==> src/rtl/fp_div_arb_pkg.sv <==
// Shared widths, saturation constants and tag record for the fp_Divide arbiter.
package fp_div_arb_pkg;

  // Ceiling log2, never less than 1 so single-bit fields stay legal.
  function automatic int unsigned log2(input int unsigned n);
    int unsigned r;
    r = 1;
    for (int unsigned i = 1; i < 31; i++) begin
      if ((32'd1 << i) < n) r = i + 1;
    end
    return r;
  endfunction

  localparam int unsigned ARB_NREQ    = 4;
  localparam int unsigned ARB_DIV_LAT = 4;
  localparam int unsigned WI1 = 12;
  localparam int unsigned WF1 = 12;
  localparam int unsigned WI2 = 12;
  localparam int unsigned WF2 = 12;
  localparam int unsigned WIO = 12;
  localparam int unsigned WFO = 12;
  localparam int unsigned WL1 = WI1 + WF1;
  localparam int unsigned WL2 = WI2 + WF2;
  localparam int unsigned WLO = WIO + WFO;
  localparam int unsigned ID_W = log2(ARB_NREQ);

  localparam logic [WLO-1:0] SAT_POS = {1'b0, {(WLO-1){1'b1}}};
  localparam logic [WLO-1:0] SAT_NEG = {1'b1, {(WLO-1){1'b0}}};

  typedef struct packed {
    logic            v;
    logic [ID_W-1:0] id;
    logic            dz;
    logic [WLO-1:0]  sat;
  } tag_t;

  // Result substituted for a divide-by-zero, following the dividend sign.
  function automatic logic [WLO-1:0] sat_value(input logic [WL1-1:0] op1);
    logic [WLO-1:0] r;
    if (op1[WL1-1])       r = SAT_NEG;
    else if (op1 == '0)   r = '0;
    else                  r = SAT_POS;
    return r;
  endfunction

endpackage

==> src/rtl/rr_arbiter.sv <==
// Combinational round-robin search: first requester after ptr, wrapping.
module rr_arbiter #(
  parameter int unsigned NREQ  = 4,
  parameter int unsigned PTR_W = 2
) (
  input  logic [NREQ-1:0]  req,
  input  logic [PTR_W-1:0] ptr,
  output logic [NREQ-1:0]  grant_c,
  output logic [PTR_W-1:0] grant_idx_c
);

  always_comb begin
    logic             found;
    logic [PTR_W-1:0] cand;
    grant_c     = '0;
    grant_idx_c = '0;
    found       = 1'b0;
    cand        = '0;
    for (int unsigned k = 1; k <= NREQ; k++) begin
      cand = PTR_W'((32'(ptr) + k) % NREQ);
      if (!found && req[cand]) begin
        found         = 1'b1;
        grant_c[cand] = 1'b1;
        grant_idx_c   = cand;
      end
    end
  end

endmodule

==> src/rtl/fp_divide_arbiter.sv <==
// Shares one pipelined fp_Divide among NREQ requesters; tags track each
// operation so the quotient (or a divide-by-zero saturation) returns to its owner.
module fp_divide_arbiter
  import fp_div_arb_pkg::*;
#(
  parameter int unsigned NREQ    = ARB_NREQ,
  parameter int unsigned DIV_LAT = ARB_DIV_LAT
) (
  input  logic                          CLK,
  input  logic                          RST,
  input  logic                          HOLD,
  input  logic [NREQ-1:0]               req_valid,
  output logic [NREQ-1:0]               req_ready,
  input  logic [NREQ*WL1-1:0]           req_op1,
  input  logic [NREQ*WL2-1:0]           req_op2,
  output logic [NREQ-1:0]               rsp_valid,
  output logic [WLO-1:0]                rsp_data,
  output logic                          rsp_dz,
  output logic                          div_CE,
  output logic [WL1-1:0]                div_OP1,
  output logic [WL2-1:0]                div_OP2,
  input  logic [WLO-1:0]                div_dout,
  output logic [log2(DIV_LAT+2)-1:0]    inflight
);

  localparam int unsigned CNT_W  = log2(DIV_LAT + 2);
  localparam int unsigned STAGES = DIV_LAT + 2;

  logic [NREQ-1:0] grant_c;
  logic [ID_W-1:0] grant_idx_c;
  logic [ID_W-1:0] ptr_q;
  logic            hs_c;
  logic [WL1-1:0]  op1_c;
  logic [WL2-1:0]  op2_c;
  tag_t            new_tag_c;
  tag_t            tail;
  tag_t            tag_q [STAGES];

  rr_arbiter #(
    .NREQ  (NREQ),
    .PTR_W (ID_W)
  ) u_rr_arbiter (
    .req         (req_valid),
    .ptr         (ptr_q),
    .grant_c     (grant_c),
    .grant_idx_c (grant_idx_c)
  );

  assign req_ready = (RST || HOLD) ? '0 : grant_c;
  assign hs_c      = |(req_valid & req_ready);
  assign div_CE    = ~RST & ~HOLD;

  // Operand mux for the granted requester.
  always_comb begin
    op1_c = '0;
    op2_c = '0;
    for (int unsigned i = 0; i < NREQ; i++) begin
      if (grant_c[i]) begin
        op1_c = req_op1[i*WL1 +: WL1];
        op2_c = req_op2[i*WL2 +: WL2];
      end
    end
  end

  always_comb begin
    new_tag_c = '0;
    if (hs_c) begin
      new_tag_c.v   = 1'b1;
      new_tag_c.id  = grant_idx_c;
      new_tag_c.dz  = (op2_c == '0);
      new_tag_c.sat = new_tag_c.dz ? sat_value(op1_c) : '0;
    end
  end

  // Stages 0..DIV_LAT are in flight; the last stage holds the result being presented.
  always_ff @(posedge CLK) begin
    if (RST) begin
      ptr_q    <= ID_W'(NREQ - 1);
      div_OP1  <= '0;
      div_OP2  <= '0;
      inflight <= '0;
      for (int unsigned i = 0; i < STAGES; i++) tag_q[i] <= '0;
    end else if (!HOLD) begin
      tag_q[0] <= new_tag_c;
      for (int unsigned i = 1; i < STAGES; i++) tag_q[i] <= tag_q[i-1];
      inflight <= inflight + CNT_W'(new_tag_c.v) - CNT_W'(tag_q[DIV_LAT].v);
      if (hs_c) begin
        ptr_q   <= grant_idx_c;
        div_OP1 <= new_tag_c.dz ? '0 : op1_c;
        div_OP2 <= new_tag_c.dz ? '0 : op2_c;
      end
    end
  end

  assign tail = tag_q[STAGES-1];

  always_comb begin
    rsp_valid = '0;
    if (tail.v && !HOLD) rsp_valid[tail.id] = 1'b1;
  end

  assign rsp_data = !tail.v ? '0 : (tail.dz ? tail.sat : div_dout);
  assign rsp_dz   = tail.v & tail.dz;

endmodule

==> config.mk <==
export PLATFORM = sky130hd
export DESIGN_NAME = fp_divide_arbiter
export DESIGN_NICKNAME = d
export VERILOG_FILES = /design/src/rtl/fp_div_arb_pkg.sv /design/src/rtl/rr_arbiter.sv /design/src/rtl/fp_divide_arbiter.sv
export SDC_FILE = /design/constraint.sdc
export NUM_CORES = 1
export LEC_CHECK = 0
export ABC_AREA = 1
export BUFFER_PORTS_ARGS = -buffer_cell sky130_fd_sc_hd__buf_4
export CAP_MARGIN = 30
export CORE_AREA = 2 2 118 120
export DETAILED_ROUTE_END_ITERATION = 10
export DIE_AREA = 0 0 120 122
export GPL_TIMING_DRIVEN = 1
export HOLD_SLACK_MARGIN = 0.1
export PLACE_DENSITY = 0.82
export SLEW_MARGIN = 20
export SYNTH_ARGS = -nofsm -noshare
export SYNTH_HDL_FRONTEND = slang
export SYNTH_SLANG_ARGS = --single-unit
==> constraint.sdc <==
create_clock -name CLK -period 6.4 [get_ports CLK]
set_clock_uncertainty 0.05 [all_clocks]
set_input_delay 1.28 -clock CLK [delete_from_list [all_inputs] [get_ports CLK]]
set_output_delay 1.28 -clock CLK [all_outputs]
set_load 0.03 [all_outputs]
---- Word-level counts from Yosys, hierarchy flattened ----
Memories as Yosys holds them, arrays and structs flattened.
Index checks and enable logic that the tools add are counted.
operators by class
  mux-type cells .......................... 58
  magnitude comparators ................... 10
  add/sub/neg operators ................... 6
  reduce and logical (&&, ||, !) cells .... 18
  bitwise logic cells ..................... 14
operators with widths
  cell                                                                number
  2-to-1 mux 24 bit                                                   14
  2-to-1 mux 28 bit                                                   7
  logical NOT 24 bit                                                  2
  2-to-1 mux 4 bit                                                    6
  2-to-1 mux 23 bit                                                   1
  2-to-1 mux 1 bit                                                    17
  < comparator 2 x 3 -> 1 bit (second input constant)                 5
  OR 4 bit                                                            3
  demux 1 bit (select 2 bit)                                          5
  greater-or-equal comparator 2 x 1 -> 1 bit (second input constant)  5
  logical AND 1 bit                                                   9
  binary-select mux 1 bit (select 2 bit)                              4
  2-to-1 mux 2 bit                                                    4
  OR 1 bit                                                            6
  adder 2 x 1 -> 2 bit (second input constant)                        2
  adder 2 bit (second input constant)                                 2
  AND 4 bit                                                           1
  logical NOT 1 bit                                                   4
  OR reduction 4 bit                                                  1
  adder 3 x 1 -> 3 bit                                                1
  subtractor 3 x 1 -> 3 bit                                           1
  AND 1 bit                                                           2
  NOT 1 bit                                                           2
  AND reduction 2 bit                                                 1
  logical OR 1 bit                                                    1
word-level totals
  memories kept ........................... 1
  memory bits (writable) .................. 168
  input bits .............................. 223
  register bits ........................... 53
memory list
  memory  depth  bits a word  rd ports  clocked after Yosys merged registers in  write ports  RTL line                 text
  tag_q   6      28           6         0                                        6            fp_divide_arbiter.sv:37  tag_t tag_q [STAGES];

---- Logic depth before layout (Yosys ltp) ----
  depth after elaboration ................. 24
  gate-level depth with buffers ........... 27
  gate-level depth less buffers ........... 25

---- Modules after synthesis ----
A second synthesis with hierarchy kept.
second synthesis, totals
  cell total of the unflattened synthesis .. 934
  area total of the unflattened synthesis .. 6005.8 um^2
modules (own cells, without submodules)
  module             area each (um^2)  instances  cells an instance
  fp_divide_arbiter  5470.2            1          849
  rr_arbiter         535.5             1          85

---- Worst setup path before layout ----
No wires, ideal clock.
  path kind ............................... input -> register
  start point ............................. input port req_valid[2]
  end point ............................... register inflight[2]
  stages .................................. 27
  setup time .............................. 0.070 ns
  path buffers ............................ 2
  arrival time ............................ 3.976 ns
  setup slack ............................. 2.304 ns
  path through ............................ inv_1 -> nand2_1 -> nand2_1 -> nand2_1 -> nand2_1 -> inv_2 -> nand2_2 -> nor2_1 -> nor2_1 -> nand2_2 -> buf_4 -> nand3_1 -> nand2_1 -> inv_2 -> nand2_4 -> inv_2 -> clkbuf_1 -> ha_1 -> inv_1 -> ha_1 -> inv_1 -> fa_1 -> nand2_1 -> nand2_1 -> nor2_1 -> o21ai_0 -> a21oi_1
between the ends
  word-level cells in the longest chain between the ends .. 18
  elaborated cells between the ends (all ways) .. 30
ends and longest elaborated chain
  element                                 RTL line                 text
  start, declared                         fp_divide_arbiter.sv:12  input logic [NREQ-1:0] req_valid,
  binary-select mux 1 bit (select 2 bit)  rr_arbiter.sv:21         if (!found && req[cand]) begin
  2-to-1 mux 1 bit (not written as such)  rr_arbiter.sv:21
  2-to-1 mux 1 bit                        rr_arbiter.sv:21
  logical NOT 1 bit                       rr_arbiter.sv:21
  logical AND 1 bit                       rr_arbiter.sv:21
  2-to-1 mux 1 bit                        rr_arbiter.sv:21
  logical NOT 1 bit                       rr_arbiter.sv:21
  logical AND 1 bit                       rr_arbiter.sv:21
  (+2 left out)                           --
  logical AND 1 bit                       rr_arbiter.sv:21
  2-to-1 mux 4 bit                        rr_arbiter.sv:21
  2-to-1 mux 4 bit                        fp_divide_arbiter.sv:49  assign req_ready = (RST || HOLD) ? '0 : grant_c;
  AND 4 bit (*)                           fp_divide_arbiter.sv:50  assign hs_c = |(req_valid & req_ready);
  OR reduction 4 bit (*)                  fp_divide_arbiter.sv:50
  2-to-1 mux 28 bit (*)                   fp_divide_arbiter.sv:67  if (hs_c) begin
  adder 3 x 1 -> 3 bit (*)                fp_divide_arbiter.sv:86  inflight <= inflight + CNT_W'(new_tag_c.v) - CNT_W'(tag_q[DIV_LAT].v);
  subtractor 3 x 1 -> 3 bit (*)           fp_divide_arbiter.sv:86
  end signal, assigned                    fp_divide_arbiter.sv:86
  end, declared                           fp_divide_arbiter.sv:23  output logic [log2(DIV_LAT+2)-1:0] inflight
Every way passes the cells marked *; elsewhere a longest branch is shown, timed or not. The select of a mux whose other input is x is not followed.
A chain may end at the register's enable or synchronous reset.

---- Final worst setup path ----
  start point ............................. input port req_valid[2]
  end point ............................... output port req_ready[2]
between the ends
  word-level cells in the longest chain between the ends .. 13
  elaborated cells between the ends (all ways) .. 25
ends and longest elaborated chain
  element                                 RTL line                 text
  binary-select mux 1 bit (select 2 bit)  rr_arbiter.sv:21
  2-to-1 mux 1 bit (not written as such)  rr_arbiter.sv:21
  2-to-1 mux 1 bit                        rr_arbiter.sv:21
  logical NOT 1 bit                       rr_arbiter.sv:21
  logical AND 1 bit                       rr_arbiter.sv:21
  2-to-1 mux 1 bit                        rr_arbiter.sv:21
  logical NOT 1 bit                       rr_arbiter.sv:21
  logical AND 1 bit                       rr_arbiter.sv:21
  2-to-1 mux 1 bit                        rr_arbiter.sv:21
  logical NOT 1 bit                       rr_arbiter.sv:21
  logical AND 1 bit                       rr_arbiter.sv:21
  2-to-1 mux 4 bit (*)                    rr_arbiter.sv:21
  2-to-1 mux 4 bit (*)                    fp_divide_arbiter.sv:49
  end, declared                           fp_divide_arbiter.sv:13  output logic [NREQ-1:0] req_ready,
Marks and branches as above.

==> results.ini <==
[outcome]
run_status = complete, no violations

[clock_network]
insertion_delay_ns = 0.33
cts_tree = yes
holdBufCountCts = 0
cts_resized = 0
cts-root-buf = clkbuf_16
clockBufferDepth = 2
h-tree-depth = 3
clkSinkCount = 89
cts_made_buffers = 9
cts_setup_buffers = 0
clk_pin_slew_worst_paths_ns = 0.06

[place]
placedInstanceArea_sq_um = 8570
gp_congestion = 0.951
dp_hpwl_um = 16100
io_buffers = 307
dp_cells = 1431
place_ws_ns = 1.70

[sta]
period_needed_ns = 4.51
hold_violations = 0
timing.final.ws_setup_ns = 1.89
relSlewSlack_pct = 48.3
setup_tns_ns = 0
max_freq_mhz = 222
setup_viol = 0
rsz0062_at_grt = no
finalCritPeriodShare_pct = 70.5
worst_pin_slew_ns = 0.771
drv_slew = 0

[floorplan]
die-area_sq_um = 14600
rows = 43
die_h_um = 122
core_area_sq_um = 13500
die_x_um = 120
ios = 308
initial_utilization_pct = 46.7

[synthesis]
yosys.area.top_type = nand2_1
synth_common_cells = nand2_1, a21oi_1, inv_1
synth-seq-cells = 89
yosys.area_share.simple_pct = 33.2
syn_avg_cell_area_sq_um = 6.31
synth_compound_area_share_pct = 18.5
synth_top_family_by_area = simple AND/OR/NAND/NOR gates
async_flop_share_pct = 0
muxShareOfSynthArea_pct = 0
synth_area_leaders = nand2_1, edfxtp_1, dfxtp_1, a21oi_1, inv_1
postSynthCellCount = 999
synthXorXnorAreaFrac_pct = 0
synth_top_cell_area_share_pct = 18.9
yosysSeqAreaShare_pct = 34.0
mappedNetlistNets = 1233
synth_area_sq_um = 6310
synth-main-ff-cell = dfxtp_1
synth_adder_area_share_pct = 2.30
synth_edf_count = 36
yosysMostFrequentCell = nand2_1
ys_types = 39
ys_warn_count = 0

[setup_path]
critical_path_arrival_ns = 3.18
worstSetupStartpointType = input pin
endpoint_kind = primary output
crit_type = input pin to primary output
path_max_fanout = 77
cp.required_ns = 5.07

[grt]
grt_max_degree = 78
grt_overflow = 0
grt_first_pass_wirelength_um = 32100
antenna_found_initial = 0
grt_usage_pct = 27.4
grt_pass1_vias = 6683

[cells_and_area]
fillers = 1246
seq_area_sq_um = 2140
drive_gt1_share_pct = 28.6
instances_no_fill = 1448
n_antenna_cell = 0
fin_nets = 1497
syn2layout_area_growth_pct = 40.6
final_cell_area_sq_um = 8870
multi_input_area_sq_um = 3410

[detailed_routing]
viasPerCell = 5.14
wire_per_inst_um = 14.6
detail_route.first_pass.iterations = 6
drtIter0Drc = 523
via_count = 7439
ant_nets = 0
remaining_drc_errors = 0
drt_wl_total_um = 21100

[power]
power_leakage_nw = 4.61
powerDensity_nw_per_um2 = 655
ir_worst_vdd_v = 0.000434

[worst_hold_path]
hp-class = flip-flop to flip-flop

[job]
cap_violations = 0

[cell usage in the layout, fill, tap and decap left out, drive strengths merged, types with 3 or more instances in the layout]
cell type,instances
a21boi,3
nand4,5
nand2,327
o21ai,39
buf,315
or2,21
nor3,4
dfxtp,53
clkbuf,10
o21a,12
o211ai,5
edfxtp,36
nand3,55
nor2,85
inv,118
ha,10
a21oi,160
clkinv,4
[power breakdown]
group | switching (mW) | internal (mW)
sequential | 0.103 | 0.750
combinational | 3.03 | 1.42
clock | 0.225 | 0.279
total | 3.36 | 2.45
[metal layers]
metal	track usage (%)	wire length, um
met5	0	0
met4	10.7	742
met3	6.27	1760
met2	48.0	10400
met1	32.7	8220
[flip-flops by register name, summed over array words and instances (netlist names)]
signal / cells
inflight: 3
ptr_q: 2
tag_q: 36
div_OP1: 24
div_OP2: 24
[worst paths after layout]
kind,to,cells after the start,slack (ns),start
max,req_ready[2],12,1.89,req_valid[2]
min,div_OP1[21],2,0.42,div_OP1[21]
max reg2reg,div_OP1[19],21,2.00,ptr_q[0]
min reg2reg,div_OP1[21],2,0.42,div_OP1[21]
[layout make-up]
cell class                 instances  share of cell area [%]
tap                              180                    2.54
clock buffer                      10                    2.69
multi-input combinational        732                    38.5
timing repair buffer             315                    26.7
inverter                         116                    4.91
sequential                        89                    24.1
clock inverter                     6                   0.550
[per-stage QoR]
stage	total power, mW	hold WS (ns)	utilization [%]
after floorplan	4.18	0.469	-
final	5.81	0.417	65.7
after global placement	5.18	0.391	63.5
after global routing	6.37	0.436	65.7
after CTS	5.76	0.415	65.6
after detailed placement	5.23	0.406	63.5
[critical path: stages]
cell and delay (ns):
buf_4 0.12, inv_1 0.04, nand2_1 0.06, nand3_2 0.14, nand2_4 0.11, nor2_8 0.16, nand4_1 0.13, nand3_2 0.13
buf_4 0.59, nand2_1 0.11, inv_1 0.08, buf_4 0.15
[logic make-up after synthesis]
group	Yosys count
fa+ha+maj	11
buf+inv	178
compound gates	222
simple gates	499
flops	89
(Power assumes the default switching activity.)
